[config.mk]
export PLATFORM = sky130hd
export DESIGN_NAME = jts16_scr_mmr_flat
export DESIGN_NICKNAME = d
export VERILOG_FILES = /design/src/rtl/jts16_scr_mmr_if.sv /design/src/rtl/jts16_scr_mmr.sv /design/src/flat_wrapper.sv
export SDC_FILE = /design/constraint.sdc
export NUM_CORES = 1
export LEC_CHECK = 0
export ABC_AREA = 1
export BUFFER_PORTS_ARGS = -buffer_cell sky130_fd_sc_hd__clkbuf_2
export CORE_ASPECT_RATIO = 0.6
export CORE_MARGIN = 2
export CORE_UTILIZATION = 46
export DETAILED_ROUTE_END_ITERATION = 16
export PLACE_DENSITY = 0.69
export SKIP_CTS_REPAIR_TIMING = 1
export SYNTH_ARGS = -nofsm -noshare
export SYNTH_HDL_FRONTEND = slang
export SYNTH_SLANG_ARGS = --single-unit
[constraint.sdc]
create_clock -name clk -period 1.2 [get_ports clk]
set_input_delay 0.24 -clock clk [delete_from_list [all_inputs] [get_ports clk]]
set_output_delay 0.24 -clock clk [all_outputs]
set_load 0.005 [all_outputs]
[src/rtl/jts16_scr_mmr_if.sv]
// CPU-side bus of the scroll register window: select, direction, word address,
// active-low byte strobes, write data and registered read data.
interface jts16_scr_mmr_if;
    logic        cpu_cs;
    logic        cpu_we;
    logic [2:0]  cpu_addr;
    logic [1:0]  cpu_dsn;
    logic [15:0] cpu_dout;
    logic [15:0] cpu_din;

    modport master (
        output cpu_cs, cpu_we, cpu_addr, cpu_dsn, cpu_dout,
        input  cpu_din
    );

    modport slave (
        input  cpu_cs, cpu_we, cpu_addr, cpu_dsn, cpu_dout,
        output cpu_din
    );
endinterface

[src/rtl/jts16_scr_mmr.sv]
// Scroll register window for both tilemap layers: the CPU writes shadow regs, and
// the layers see the active copy, which is refreshed only on blanking edges.
module jts16_scr_mmr #(
    parameter bit          SHADOW   = 1'b1,
    parameter logic [15:0] PAGE_RST = 16'h0123
) (
    input  logic           clk,
    input  logic           rst_n,
    jts16_scr_mmr_if.slave cpu,
    input  logic           LVBL,
    input  logic           LHBL,
    output logic [15:0]    scr1_pages,
    output logic [15:0]    scr1_hscr,
    output logic [15:0]    scr1_vscr,
    output logic [15:0]    scr2_pages,
    output logic [15:0]    scr2_hscr,
    output logic [15:0]    scr2_vscr,
    output logic           flip,
    output logic           line_mode
);

    // Word order matches the CPU map: pages1, pages2, hscr1, hscr2, vscr1, vscr2
    logic [15:0] sh_q  [6];
    logic [15:0] sh_d  [6];
    logic [15:0] act_q [6];
    logic [15:0] act_d [6];
    logic [1:0]  ctrl_q, ctrl_d;
    logic        flip_q, flip_d;
    logic        lmode_q, lmode_d;
    logic        pending_q, pending_d;
    logic [15:0] din_q, din_d;
    logic        vb_q, vb_d;
    logic        hb_q, hb_d;
    logic        latch_q, latch_d;
    logic        latch_v_q, latch_v_d;
    logic        wr_en;

    always_comb begin
        sh_d      = sh_q;
        ctrl_d    = ctrl_q;
        act_d     = act_q;
        flip_d    = flip_q;
        lmode_d   = lmode_q;
        pending_d = pending_q;
        din_d     = din_q;
        // Blank flags are stored inverted and reset to 1, so a low level
        // present at reset release only counts once a high has been seen.
        vb_d      = ~LVBL;
        hb_d      = ~LHBL;
        latch_v_d = ~vb_q & ~LVBL;
        latch_d   = latch_v_d | (ctrl_q[1] & ~hb_q & ~LHBL);
        wr_en     = cpu.cpu_cs & cpu.cpu_we & (cpu.cpu_addr != 3'd7);

        if (wr_en) begin
            if (cpu.cpu_addr == 3'd6) begin
                if (!cpu.cpu_dsn[0]) ctrl_d = cpu.cpu_dout[1:0];
            end else begin
                if (!cpu.cpu_dsn[1]) sh_d[cpu.cpu_addr][15:8] = cpu.cpu_dout[15:8];
                if (!cpu.cpu_dsn[0]) sh_d[cpu.cpu_addr][7:0]  = cpu.cpu_dout[7:0];
            end
        end

        if (cpu.cpu_cs && !cpu.cpu_we) begin
            case (cpu.cpu_addr)
                3'd7:    din_d = {13'd0, LHBL, LVBL, pending_q};
                3'd6:    din_d = {14'd0, ctrl_q};
                default: din_d = sh_q[cpu.cpu_addr];
            endcase
        end

        if (SHADOW) begin
            // Copy uses the registered shadow, so a write on the latch clk stays pending
            if (latch_q) begin
                act_d     = sh_q;
                pending_d = 1'b0;
                if (latch_v_q) begin
                    flip_d  = ctrl_q[0];
                    lmode_d = ctrl_q[1];
                end
            end
            if (wr_en && cpu.cpu_dsn != 2'b11) pending_d = 1'b1;
        end else begin
            act_d     = sh_q;
            flip_d    = ctrl_q[0];
            lmode_d   = ctrl_q[1];
            pending_d = 1'b0;
        end
    end

    always_ff @(posedge clk or negedge rst_n) begin
        if (!rst_n) begin
            for (int unsigned i = 0; i < 6; i++) begin
                sh_q[i]  <= (i < 2) ? PAGE_RST : '0;
                act_q[i] <= (i < 2) ? PAGE_RST : '0;
            end
            ctrl_q    <= '0;
            flip_q    <= 1'b0;
            lmode_q   <= 1'b0;
            pending_q <= 1'b0;
            din_q     <= '0;
            vb_q      <= 1'b1;
            hb_q      <= 1'b1;
            latch_q   <= 1'b0;
            latch_v_q <= 1'b0;
        end else begin
            sh_q      <= sh_d;
            act_q     <= act_d;
            ctrl_q    <= ctrl_d;
            flip_q    <= flip_d;
            lmode_q   <= lmode_d;
            pending_q <= pending_d;
            din_q     <= din_d;
            vb_q      <= vb_d;
            hb_q      <= hb_d;
            latch_q   <= latch_d;
            latch_v_q <= latch_v_d;
        end
    end

    assign cpu.cpu_din = din_q;
    assign scr1_pages  = act_q[0];
    assign scr2_pages  = act_q[1];
    assign scr1_hscr   = act_q[2];
    assign scr2_hscr   = act_q[3];
    assign scr1_vscr   = act_q[4];
    assign scr2_vscr   = act_q[5];
    assign flip        = flip_q;
    assign line_mode   = lmode_q;

endmodule

[src/flat_wrapper.sv]
// flat-port wrapper written by rule: the top's interface ports become plain ports
module jts16_scr_mmr_flat 
#(
    parameter bit          SHADOW   = 1'b1,
    parameter logic [15:0] PAGE_RST = 16'h0123
)
  (clk, rst_n, LVBL, LHBL, scr1_pages, scr1_hscr, scr1_vscr, scr2_pages, scr2_hscr, scr2_vscr, flip, line_mode, cpu_cpu_cs, cpu_cpu_we, cpu_cpu_addr, cpu_cpu_dsn, cpu_cpu_dout, cpu_cpu_din);
  jts16_scr_mmr_if cpu_i ();
  input  logic clk;
  input  logic rst_n;
  input  logic LVBL;
  input  logic LHBL;
  output logic [15:0] scr1_pages;
  output logic [15:0] scr1_hscr;
  output logic [15:0] scr1_vscr;
  output logic [15:0] scr2_pages;
  output logic [15:0] scr2_hscr;
  output logic [15:0] scr2_vscr;
  output logic flip;
  output logic line_mode;
  input wire logic [$bits(cpu_i.cpu_cs)-1:0] cpu_cpu_cs;
  input wire logic [$bits(cpu_i.cpu_we)-1:0] cpu_cpu_we;
  input wire logic [$bits(cpu_i.cpu_addr)-1:0] cpu_cpu_addr;
  input wire logic [$bits(cpu_i.cpu_dsn)-1:0] cpu_cpu_dsn;
  input wire logic [$bits(cpu_i.cpu_dout)-1:0] cpu_cpu_dout;
  output wire logic [$bits(cpu_i.cpu_din)-1:0] cpu_cpu_din;
  assign cpu_i.cpu_cs = cpu_cpu_cs;
  assign cpu_i.cpu_we = cpu_cpu_we;
  assign cpu_i.cpu_addr = cpu_cpu_addr;
  assign cpu_i.cpu_dsn = cpu_cpu_dsn;
  assign cpu_i.cpu_dout = cpu_cpu_dout;
  assign cpu_cpu_din = cpu_i.cpu_din;
  jts16_scr_mmr #(.SHADOW(SHADOW), .PAGE_RST(PAGE_RST)) u_core (.clk(clk), .rst_n(rst_n), .cpu(cpu_i), .LVBL(LVBL), .LHBL(LHBL), .scr1_pages(scr1_pages), .scr1_hscr(scr1_hscr), .scr1_vscr(scr1_vscr), .scr2_pages(scr2_pages), .scr2_hscr(scr2_hscr), .scr2_vscr(scr2_vscr), .flip(flip), .line_mode(line_mode));
endmodule
-- Word-level counts from Yosys, hierarchy flattened
Index checks and enable logic that the tools add are counted.
- bits in registers: 217
- latch bits: 0
- memory bits (writable): 0
- memory bits (read-only): 0
- bits of input ports: 27
- output and inout port bits: 114
- memories: 0
- $add $sub $neg: 0
- $mul: 0
- divide/modulo/power cells: 0
- $lt $le $gt $ge: 2
- equality and inequality tests: 4
- shifts and indexed selects: 0
- multiplexer cells: 16
- bitwise operators: 13
- reductions and logical operators: 8
- operators with widths (kind ; count):
    two-way mux 96 bit ; 4
    bitwise mux 96 bit ; 2
    demux 16 bit (select 3 bit) ; 2
    binary-select mux 16 bit (select 3 bit) ; 1
    two-way mux 16 bit ; 3
    case mux 16 bit (2 select lines) ; 1
    two-way mux 8 bit ; 1
    == test 3 bit (second input constant) ; 2
    inverter 1 bit ; 6
    AND 1 bit ; 5
    greater-or-equal comparator 4 bit (second input constant) ; 1
    < comparator 4 x 1 -> 1 bit (second input constant) ; 1
    inverter 3 -> 4 bit ; 1
    AND reduction 2 bit ; 2
    logical AND 1 bit ; 3
    != test 3 bit (second input constant) ; 1
    AND reduction 3 bit ; 1
    two-way mux 1 bit ; 2
    != test 2 bit (second input constant) ; 1
    nonzero test 2 bit ; 1
    zero test 1 bit ; 1
    bitwise OR 1 bit ; 1

-- Longest topological paths before layout
Gate-level depths: netlist of run 1.
- depth after elaboration: 11
- depth in mapped cells: 10
- depth with buffers taken out: 9

-- Worst setup path after synthesis of run 1
Ideal clock, no wire load.
- kind: register -> register
- from: reg u_core.latch_q
- to: reg u_core.act_q (netlist bit u_core.scr1_vscr[10])
- library setup time: 0.133 ns
- arrival time: 1.134 ns
- setup slack: -0.067 ns
- stages on the path, launching flop included: 5
- buffers on the path: 3
- cell sequence: dfrtp_1 > clkbuf_1 > buf_2 > clkbuf_1 > a21oi_1
- RTL lines (item ; line ; text):
    start, declared ; jts16_scr_mmr.sv:34 ; logic latch_q, latch_d;
    start signal, assigned ; jts16_scr_mmr.sv:115 ; latch_q <= latch_d;
    end signal, assigned by index ; jts16_scr_mmr.sv:94 ; act_q[i] <= (i < 2) ? PAGE_RST : '0;
    end signal, assigned ; jts16_scr_mmr.sv:107 ; act_q <= act_d;
    end, declared ; jts16_scr_mmr.sv:25 ; logic [15:0] act_q [6];
No word-level cell between the ends.

-- Final worst setup path of run 1
- from: reg u_core.act_q (netlist bit u_core.scr2_pages[0])
- to: out scr2_pages[0]
- RTL lines (item ; line ; text):
    end, declared ; flat_wrapper.sv:16 ; output logic [15:0] scr2_pages;
No word-level cell between the ends.

==> results of run 1 <==
==> per-layer routing <==
metal | global-route usage, % | share of wire, %
met5 | 0 | 0
met4 | 3.73 | 1.2
met3 | 8.08 | 13
met2 | 30.9 | 38
met1 | 42.9 | 48
==> Yosys cell counts <==
cell type	instances
nand3_1	70
nand2_4	2
o21ai_1	2
mux2_2	68
inv_2	3
nand2_1	291
o21ai_0	83
buf_1	2
o21ai_2	1
a21oi_1	32
buf_4	1
buf_6	6
nand2_2	3
buf_2	29
o32ai_1	1
nor2_1	86
clkbuf_1	12
inv_1	46
o21bai_1	2
nand4_1	4
dfrtp_1	199
dfstp_2	18
nor2_4	3
==> per-stage QoR <==
step	util (%)	total power, W	instance area (sq um)	TNS, ns	worst slack, ns
after global placement	54.8	0.0136	10600	-21.27	-0.278
after detailed placement	54.8	0.0138	10600	-23.21	-0.284
final	61.7	0.0208	11900	-7.90	-0.169
after floorplan	-	0.0116	9200	-0.197	-0.0256
after global routing	61.7	0.0218	11900	-11.79	-0.196
after CTS	58.2	0.0202	11200	-7.88	-0.190
==> cells by family (layout without fill, tap and decap cells) <==
kind of cell           after synthesis  after routing
AO/OA/AOI/OAI                      121            121
buffers and inverters               99            330
flip-flops                         217            217
multiplexers                        68             68
AND/OR/NAND/NOR                    459            459
==> flip-flops by register name, indices dropped and copies added (netlist names), 2 cells and up <==
| signal | cells |
|---|---|
| u_core.scr2_hscr | 16 |
| u_core.scr1_vscr | 16 |
| u_core.scr2_pages | 16 |
| u_core.scr1_hscr | 16 |
| u_core.scr2_vscr | 16 |
| u_core.sh_q | 96 |
| u_core.cpu.cpu_din | 16 |
| u_core.ctrl_q | 2 |
| u_core.scr1_pages | 16 |
==> power by group <==
part	switching (W)	leakage [nW]	internal [W]
Clock	0.00281	0.308	0.00365
Combinational	0.00217	3.06	0.00220
Sequential	0.00114	2.75	0.00886
Total	0.00611	6.12	0.0147
==> cell type report <==
| class | instances | area (sq um) |
|---|---|---|
| clock buffers | 32 | 597 |
| multi-input cells | 648 | 3370 |
| clock inverters | 5 | 57.6 |
| flip-flops and latches | 217 | 5460 |
| repair buffers | 244 | 1900 |
| fillers | 1607 | 7370 |
| inverters | 49 | 186 |
| well taps | 266 | 333 |
==> worst max path at each step <==
stage	slack (ns)	cells after the start	to	start
after CTS	-0.19	1	scr2_pages[0]	u_core.scr2_pages[0]$_DFFE_PN1P_
after global routing	-0.20	1	scr1_pages[1]	u_core.scr1_pages[1]$_DFFE_PN1P_
after global placement	-0.28	6	u_core.cpu.cpu_din[4]$_DFFE_PN0P_	cpu_cpu_addr[0]
after floorplan	-0.03	8	u_core.sh_q[6]$_DFFE_PN0P_	cpu_cpu_addr[0]
final	-0.17	1	scr2_pages[0]	u_core.scr2_pages[0]$_DFFE_PN1P_
after detailed placement	-0.28	6	u_core.cpu.cpu_din[4]$_DFFE_PN0P_	cpu_cpu_addr[0]
==> reports/metrics.cfg, run 1 <==
[outcome]
status = complete, but fails checks
violations = negative setup slack

[floorplanning]
placementRows = 39
core_area_sq_um = 19300
die_x_um = 186
num_io_pins = 141
die_y_um = 113
fp.dieArea_sq_um = 21100
floorplan.initialDensity_pct = 47.5

[synthesis]
yosysTopAreaCell = dfrtp_1
synth-seq-area-share_pct = 59.5
synth_cells = 964
ys_types = 23
yosys_warnings = 0
synth_top_family_by_area = simple AND/OR/NAND/NOR gates
synth.area.mux_share_pct = 8.36
ys_top_cells_by_area = dfrtp_1, nand2_1, mux2_2
synth_nets = 991
synthAdderAreaFrac_pct = 0
syn_area_sq_um = 9160
synth-xor-area-share_pct = 0
yosysTopAreaCellShare_pct = 54.4
synth-simple-area-share_pct = 20.4
syn_avg_cell_area_sq_um = 9.50
synth.ff_latch_count = 217
synth_compound_area_share_pct = 6.75

[route]
via_per_inst = 5.36
ant_nets = 0
routedWlPerCell_um = 19.1
route.detailed.drc = 0
routed_wirelength_um = 27900
vias = 7835
dr.pass1.iters = 7
drtIter0Drc = 868

[setup_path]
arrival_ns = 1.13
r2r_start = u_core.latch_q$_DFF_PN0_
worstPathRequired_ns = 0.96
r2r_setup_slack_ns = -0.09
critPathBufInv = 1
worstSetupPathType = flop to primary output
worstReg2RegEnd = u_core.scr2_pages[6]$_DFFE_PN0P_
cp_top_family = flip-flops
startpoint_type = flop
cp_max_fo = 2
cp_slowest_cell = dfstp_2
ff2ff_path_depth = 5
end_kind = primary output
max_stage_delay_ns = 0.55
cp_cell_sequence = buf_6

[global_routing]
grt_pass1_vias = 7000
grt_max_degree = 38
grt_antenna_before_repair = 0
grt_overflow_total = 0
grt_pass1_wl_um = 40800
track_usage_pct = 25.3

[layout]
final_common_cell = nand2_1
nets = 1208
final_cell_mix = nand2_1, dfrtp_1, clkbuf_2
instances_no_fill = 1461
diodes = 0
drive_gt1_share_pct = 33.1
syn_to_final_growth_pct = 29.9

[timing]
finalCritPeriodShare_pct = 114
setup_ws_ns = -0.169
tightestPinTransition_ns = 0.415
post-route-min-period_ns = 1.37
holdWs_ns = 0.0996
rsz0062_at_grt = true
skew_ns = 0.00995
fmax_ghz = 0.730
finalSetupViolations = 187
slew_viol_final = 0
max_slew_margin_pct = 72.3
hold_viol = 0

[placement]
numPortBuffers = 140
gp_congestion = 0.936
dp_hpwl_um = 18800
place_inst = 1380

[clocking]
clk_path_buf_depth = 3
cts-root-buf = clkbuf_16
clk_pin_slew_ns = 0.06
cts_tree = done
clk_latency_ns = 0.49
cts_made_buffers = 21
htreeDepth = 1
cts.sinks = 217

[power]
ir_drop_v = 0.000983
powerDensity_nw_per_um2 = 1750
leakagePower_nw = 6.12

[job]
cap_viol_max_count = 0

[min_path]
hold_path.class = input pin to flop
hold_end = u_core.sh_q[88]$_DFFE_PN1P_
hp-start = cpu_cpu_dout[8]
min_delay_path_depth = 3

No activity file was read; power rests on OpenSTA's default activity.
==> run 2, diff against run 1 <==
- PLACE_DENSITY: 0.69 -> 0.67
- clock period: 1.2 -> 1.5 ns (I/O delays scaled with it)
==> reports/metrics.cfg, run 2 (synthesized netlist as in run 1, its figures left out) <==
[outcome]
status = finished, final reports clean

[clocking]
htreeDepth = 1  ; unchanged
clk_latency_ns = 0.50  ; about the same
cts_made_buffers = 21  ; unchanged
cts-root-buf = clkbuf_16
clk_path_buf_depth = 3  ; unchanged
clk_pin_slew_ns = 0.06  ; about the same
cts_tree = done
cts.sinks = 217  ; unchanged

[floorplanning]
placementRows = 39  ; unchanged
die_y_um = 113  ; unchanged
fp.dieArea_sq_um = 21100  ; unchanged
die_x_um = 186  ; unchanged
num_io_pins = 141  ; unchanged
floorplan.initialDensity_pct = 47.5  ; unchanged
core_area_sq_um = 19300  ; unchanged

[timing]
finalSetupViolations = 0  ; -100%
post-route-min-period_ns = 1.45
tightestPinTransition_ns = 0.359  ; -0.0558 ns
max_slew_margin_pct = 76.0  ; +3.7 points
finalCritPeriodShare_pct = 96.5
holdWs_ns = 0.136  ; +0.0367 ns
skew_ns = 0.0141  ; +0.00419 ns
slew_viol_final = 0  ; unchanged
rsz0062_at_grt = false
hold_viol = 0  ; unchanged
fmax_ghz = 0.691

[setup_path]
ff2ff_path_depth = 2  ; -3
cp_cell_sequence = clkbuf_2
critPathBufInv = 1  ; unchanged
arrival_ns = 1.15  ; +0.02 ns
startpoint_type = flop
worstPathRequired_ns = 1.20  ; +0.24 ns
cp_max_fo = 2  ; unchanged
cp_top_family = flip-flops
end_kind = primary output
worstSetupPathType = flop to primary output
path_depth = 1  ; unchanged
max_stage_delay_ns = 0.54  ; about the same
cp_slowest_cell = dfstp_2

[global_routing]
track_usage_pct = 23.5  ; -1.8 points
grt_pass1_vias = 6753  ; -3.5%
grt_overflow_total = 0  ; unchanged
grt_antenna_before_repair = 0  ; unchanged
grt_pass1_wl_um = 38400  ; -5.9%
grt_max_degree = 67  ; +76%

[layout]
largest-register = u_core.sh_q
final_area_sq_um = 11100  ; -6.9%
largest_reg_flops = 96  ; unchanged
diodes = 0  ; unchanged
syn_to_final_growth_pct = 21.0
nets = 1152  ; -4.6%
drive_gt1_share_pct = 27.7  ; -5.4 points
final_cell_mix = nand2_1, dfrtp_1, clkbuf_2
final_common_cell = nand2_1

[placement]
dp_hpwl_um = 17700  ; -6.2%
postPlaceCellArea_sq_um = 10400  ; -1.6%
numPortBuffers = 140  ; unchanged
gp_congestion = 0.922  ; -1.6%

[route]
drtIter0Drc = 706  ; -19%
dr.pass1.iters = 6  ; -1
route.detailed.drc = 0  ; unchanged
vias = 7248  ; -7.5%
ant_nets = 0  ; unchanged
routedWlPerCell_um = 17.2  ; -9.8%
routed_wirelength_um = 24200  ; -13%
via_per_inst = 5.16  ; -3.9%

[min_path]
min_delay_path_depth = 3  ; unchanged
hold_path.class = input pin to flop

[power]
ir_drop_v = 0.000724  ; -26%
leakagePower_nw = 5.75  ; -6.1%
powerDensity_nw_per_um2 = 1430  ; -18%

[job]
cap_viol_max_count = 0  ; unchanged

run 2: changes by cell type in the layout (fill, tap and decap cells not counted), sizes merged:
| cell | previous run | this run |
|---|---|---|
| buf | 99 | 45 |
| clkinv | 1 | 6 |
| clkbuf | 174 | 170 |
| clkinvlp | 3 | 0 |
| inv | 49 | 50 |
run 2: final cells by class:
type                            count  area (sq um)
Fill cell                        1697          8200
Sequential cell                   217          5460
Multi-Input combinational cell    648          3250
Timing Repair Buffer              188          1200
Tap cell                          266           333
Clock buffer                       30           579
Inverter                           49           184
Clock inverter                      8          72.6
run 2: where the power goes:
group          total [W]  leakage, nW  internal (W)  switching (W)
clock network    0.00509        0.324       0.00288        0.00221
logic            0.00287         2.67       0.00137        0.00149
registers        0.00793         2.75       0.00709       0.000841
run 2: through the flow:
stage	utilization, %	setup WS [ns]	power (W)	TNS (ns)	cells
detailed placement	53.9	-0.0620	0.0109	-0.840	1365
global route	57.5	0.00724	0.0167	0	1406
global placement	53.9	-0.00335	0.0108	-0.00668	1365
floorplan	-	0.182	0.00927	0	964
finish	57.5	0.0530	0.0159	0	1406
CTS	57.3	0.0339	0.0160	0	1403
run 2: final timing paths:
kind	startpoint	slack (ns)	end
min	cpu_cpu_dout[8]	0.14	u_core.sh_q[88]$_DFFE_PN1P_
min reg2reg	u_core.sh_q[72]$_DFFE_PN1P_	0.47	u_core.sh_q[72]$_DFFE_PN1P_
max reg2reg	u_core.latch_q$_DFF_PN0_	0.18	u_core.scr2_vscr[1]$_DFFE_PN0P_
min in group asynchronous	rst_n	0.25	u_core.scr2_pages[2]$_DFFE_PN0P_
max in group asynchronous	rst_n	0.62	u_core.scr2_hscr[6]$_DFFE_PN0P_
max	u_core.scr1_pages[0]$_DFFE_PN1P_	0.05	scr1_pages[0]
run 2: worst register-to-register path, cell delays in order (launching register included):
cell and delay, ns:
dfrtp_4 0.52, buf_4 0.30, mux2_2 0.37
run 2: layer usage:
metal	global-route usage (%)	wire length, um	vias up
li1	-	-	3447
met1	40.9	12800	3475
met2	29.3	8880	295
met3	5.05	2220	31
met4	3.62	340	0
met5	0	0	-
